### config.mk
export PLATFORM = sky130hd
export DESIGN_NAME = johnson_step_ctrl
export DESIGN_NICKNAME = d
export VERILOG_FILES = /design/src/rtl/johnson_step_ctrl.sv
export SDC_FILE = /design/constraint.sdc
export NUM_CORES = 1
export LEC_CHECK = 0
export ABC_AREA = 1
export BUFFER_PORTS_ARGS = -buffer_cell sky130_fd_sc_hd__buf_2
export CORE_MARGIN = 5
export CORE_UTILIZATION = 53
export CTS_CLUSTER_SIZE = 20
export DETAILED_ROUTE_END_ITERATION = 10
export GPL_TIMING_DRIVEN = 1
export PLACE_DENSITY = 0.76
export RECOVER_POWER = 100
export SLEW_MARGIN = 5
export SYNTH_ARGS = -nofsm -noshare
export SYNTH_HDL_FRONTEND = slang
export SYNTH_SLANG_ARGS = --single-unit
### constraint.sdc
create_clock -name clk -period 4.42 [get_ports clk]
set_input_delay 0.221 -clock clk [delete_from_list [all_inputs] [get_ports clk]]
set_output_delay 0.221 -clock clk [all_outputs]
set_load 0.05 [all_outputs]
### src/rtl/johnson_step_ctrl.sv
`default_nettype none
// +----------------------------------------------------------------------------+
// | Module  : johnson_step_ctrl                                                |
// | Brief   : Johnson counter stepped a requested number of times per run,     |
// |           with pause/abort, guarded parallel load and phase decode.        |
// | Revision: 1.0                                                              |
// +----------------------------------------------------------------------------+

module johnson_step_ctrl #(
  parameter int WIDTH = 8
) (
  input  logic                          clk,
  input  logic                          reset,
  input  logic                          start,
  input  logic [4:0]                    steps,
  input  logic                          dir,
  input  logic                          pause,
  input  logic                          abort,
  input  logic                          load,
  input  logic [WIDTH-1:0]              load_val,
  output logic [WIDTH-1:0]              q,
  output logic [$clog2(2*WIDTH)-1:0]    phase,
  output logic                          busy,
  output logic                          done,
  output logic                          err
);

  localparam int              PW      = $clog2(2*WIDTH);
  localparam logic [PW:0]     C_RING  = (PW+1)'(2*WIDTH);
  localparam logic [WIDTH-1:0] C_ONE  = WIDTH'(1);

  localparam logic [1:0] ST_IDLE = 2'd0;
  localparam logic [1:0] ST_RUN  = 2'd1;
  localparam logic [1:0] ST_DONE = 2'd2;

  logic [1:0]       state_q, state_d;
  logic [WIDTH-1:0] q_q, q_d;
  logic [4:0]       rem_q, rem_d;
  logic             dir_q, dir_d;
  logic             err_q, err_d;

  logic [WIDTH-1:0] load_inv;
  logic             load_ok;
  logic [WIDTH-1:0] q_fwd;
  logic [WIDTH-1:0] q_rev;
  logic [PW:0]      pop_cnt;
  logic [PW:0]      ring_minus;

  // Ring states are a run of ones anchored at bit 0, or at the MSB.
  assign load_inv = ~load_val;
  assign load_ok  = ((load_val & (load_val + C_ONE)) == '0) ||
                    ((load_inv & (load_inv + C_ONE)) == '0);

  assign q_fwd = {q_q[WIDTH-2:0], ~q_q[WIDTH-1]};
  assign q_rev = {~q_q[0], q_q[WIDTH-1:1]};

  always_comb begin
    pop_cnt = '0;
    for (int i = 0; i < WIDTH; i++) begin
      pop_cnt = pop_cnt + {{PW{1'b0}}, q_q[i]};
    end
  end

  assign ring_minus = C_RING - pop_cnt;

  always_comb begin
    state_d = state_q;
    q_d     = q_q;
    rem_d   = rem_q;
    dir_d   = dir_q;
    err_d   = err_q;
    case (state_q)
      ST_IDLE: begin
        if (load) begin
          if (load_ok) begin
            q_d = load_val;
          end else begin
            q_d   = '0;
            err_d = 1'b1;
          end
        end else if (start) begin
          if (steps != 5'd0) begin
            state_d = ST_RUN;
            rem_d   = steps;
            dir_d   = dir;
          end else begin
            state_d = ST_DONE;
          end
        end
      end
      ST_RUN: begin
        if (abort) begin
          state_d = ST_IDLE;
          rem_d   = 5'd0;
        end else if (!pause) begin
          q_d   = dir_q ? q_rev : q_fwd;
          rem_d = rem_q - 5'd1;
          if (rem_q == 5'd1) begin
            state_d = ST_DONE;
          end
        end
      end
      ST_DONE: begin
        state_d = ST_IDLE;
      end
      default: begin
        state_d = ST_IDLE;
      end
    endcase
  end

  always_ff @(posedge clk) begin
    if (reset) begin
      state_q <= ST_IDLE;
      q_q     <= '0;
      rem_q   <= 5'd0;
      dir_q   <= 1'b0;
      err_q   <= 1'b0;
    end else begin
      state_q <= state_d;
      q_q     <= q_d;
      rem_q   <= rem_d;
      dir_q   <= dir_d;
      err_q   <= err_d;
    end
  end

  assign q     = q_q;
  assign phase = q_q[WIDTH-1] ? ring_minus[PW-1:0] : pop_cnt[PW-1:0];
  assign busy  = (state_q == ST_RUN);
  assign done  = (state_q == ST_DONE);
  assign err   = err_q;

endmodule

`default_nettype wire

==> impl_metrics.ini <==
[placed_design]
gp_routability_congestion = 0.811
port_bufs = 34
detailedPlacementHpwl_um = 2610
place_worst_setup_slack_ns = 0.807

[layout]
syn2layout_area_growth_pct = 10.4
share_of_final_layout_standard_cells_stronger_than_drive_strength_1_pct = 14.3
fin_nets = 297
antennaDiodeCount = 0
mostFrequentLayoutCell = nand2_1
mostFrequentLayoutCells = nand2_1 (42), inv_1 (38), nor2_1 (37), o21ai_0 (22)

[floorplan]
ios = 35
die_w_um = 62.7
fp.dieArea_sq_um = 3940
placeableCoreArea_sq_um = 2710
rows = 19
die_height_um = 62.7
start_util_pct = 54.4

[clocking]
clock-sinks = 17
clock_tree.buffer_depth = 2
htreeDepth = 1
cts_resized = 0
clk-insertion-delay-late_ns = 0.31
numCtsBuffers = 3
cts.reportedPaths.clkPinSlew_ns = 0.12
cts_setup_buffers = 0
cts_root_buf = clkbuf_4
cts_hold_buf = 0
tritoncts = yes

[global_route]
grt_first_pass_wirelength_um = 5900
antenna_found_initial = 0
grt-ovfl-total = 0
grt_util_all_layers_pct = 17.7
grt_pass1_vias = 1343
grt_start_max_net_pins = 19

[detailed_routing]
drt-vias-per-instance = 5.11
drt-initial-drc-count = 41
detail_route.drc_violations = 0
detailedRoute.firstPassIterationCount = 4
drt-wirelength-per-cell_um = 11.0
postRouteAntennaNets = 0
detailroute.via_count = 1518
routed_wire_length_um = 3280

[sta]
grt_setup_unrepaired = no
setup_viol = 0
final_total_negative_setup_slack_ns = 0
fin_worst_skew_ns = 0.0183
postLayoutSetupSlackWorst_ns = 0.396
fmaxAchievable_ghz = 0.249
slew_viol_final = 0
fraction_of_the_cycle_the_final_worst_path_needs_pct = 91.0
finalHoldViolations = 0
worst-slew-pin-transition_ns = 0.626
period_needed_ns = 4.02
timing.max_slew.rel_slack_pct = 58.4

[synth]
ys_warn_count = 0
synthesized_area_per_cell_sq_um = 6.38
ys_seq_elements = 17
syn-instance-count = 231
synth_cell_types = 25
syn-num-nets = 261
synthesis.area_sq_um = 1470
synth.yosys.seq_area_share_pct = 23.1

[job]
cap_violations = 0

[critical_path]
arrival_ns = 3.80
criticalPathCategory = reg -> out
worst_path_largest_cell_delay_ns = 0.55
reg2reg_slack_ns = 1.97
crit_path_max_fanout = 4
timing.critical_path.mode_cell = fa_1
endpoint_class_of_the_critical_path = primary output
path_delay_family = adder cells
slowest_stage = fa_1
critical_path_required_ns = 4.20
crit_path_cell_trace = inv_1 -> fa_1 -> fa_1 -> fa_1 -> inv_1 -> ha_1 -> inv_1 -> fa_1 -> a31oi_1 -> xnor2_1 -> clkbuf_1
critical_path_depth = 11
timing.critical_path.buf_inv = 4
start_kind = register
reg2reg_depth = 8

[worst_hold_path]
hold_path_depth = 2
hold_path_class = in -> reg

[run_status]
run_status = complete, no violations

[power_and_ir_drop]
power_per_cell_area_nw_per_um2 = 356
total_leakage_power_uw = 0.000815
max-vdd-ir-drop_uv = 305
## area by class of cell
cell class / count / area (sq um)
Timing Repair Buffer: 34 / 154
Multi-Input combinational cell: 168 / 905
Sequential cell: 17 / 340
Fill cell: 306 / 1080
Clock inverter: 1 / 5.00
Tap cell: 31 / 38.8
Clock buffer: 3 / 22.5
Inverter: 43 / 163
## kinds of logic after synthesis
group	count (synthesis)	synth area share (%)
AOI/OAI and AO/OA	46	17.1
adders and majority gates	10	10.5
buffers and inverters	46	12.7
DFF	17	23.1
xor gates and xnor gates	4	2.38
and+or+nand+nor	108	34.1
## registers in the layout, summed over array words and instances (netlist names)
| signal | cells |
|---|---|
| dir_q | 1 |
| err | 1 |
| q | 8 |
| rem_q | 5 |
| state_q | 2 |
## path summary, 6_finish.rpt
path	startpoint	endpoint
worst min-delay path	reset	dir_q$_SDFFE_PP0P_
worst max register to register	state_q[1]$_SDFFE_PP0P_	q[0]$_SDFFE_PP0P_
worst min register to register	err$_SDFFE_PP0P_	err$_SDFFE_PP0P_
worst max-delay path	q[0]$_SDFFE_PP0P_	phase[3]
## cells in the mapped netlist
cell type / instances / area share, %
nand2_1: 39 / 9.9
inv_1: 36 / 9.2
nor2_1: 36 / 9.2
o21ai_0: 22 / 7.5
a21oi_1: 20 / 6.8
dfxtp_1: 17 / 23
nand3_1: 13 / 4.4
nand4_1: 9 / 3.8
ha_1: 6 / 5.1
inv_2: 6 / 1.5
fa_1: 4 / 5.4
nand2_2: 4 / 1.7
xnor2_1: 3 / 1.8
buf_2: 2 / 0.68
nand2_4: 2 / 1.5
nor2_2: 2 / 0.85
nor2_4: 2 / 1.5
a21boi_2: 1 / 0.76
a31oi_1: 1 / 0.42
buf_6: 1 / 0.76
clkinv_4: 1 / 0.59
nand3_4: 1 / 1.2
o21ai_2: 1 / 0.59
o21ai_4: 1 / 1.1
xor2_1: 1 / 0.59
## routing by layer
| metal | track usage [%] | vias up | wire, um |
|---|---|---|---|
| li1 | - | 810 | - |
| met2 | 27.2 | 32 | 1440 |
| met4 | 7.16 | 0 | 59 |
| met1 | 25.1 | 672 | 1620 |
| met3 | 1.98 | 4 | 162 |
| met5 | 0 | - | 0 |
## where the power goes
group / internal (uW) / switching [uW]
Sequential: 169 / 14.5
Clock: 33.8 / 56.6
Combinational: 85.7 / 221
Total: 288 / 292
## metrics by stage
step                      power (uW)  area (sq um)  hold slack (ns)  utilization (%)  std cells
after detailed placement         504          1660            0.430             61.3        293
final                            580          1630           0.0939             60.1        297
after floorplan                  440          1470            0.290                -        231
after CTS                        596          1690           0.0820             62.3        297
after global placement           500          1660            0.436             61.3        293
after global routing             636          1630           0.0787             60.1        297
Power figures use the tool's default switching activity.
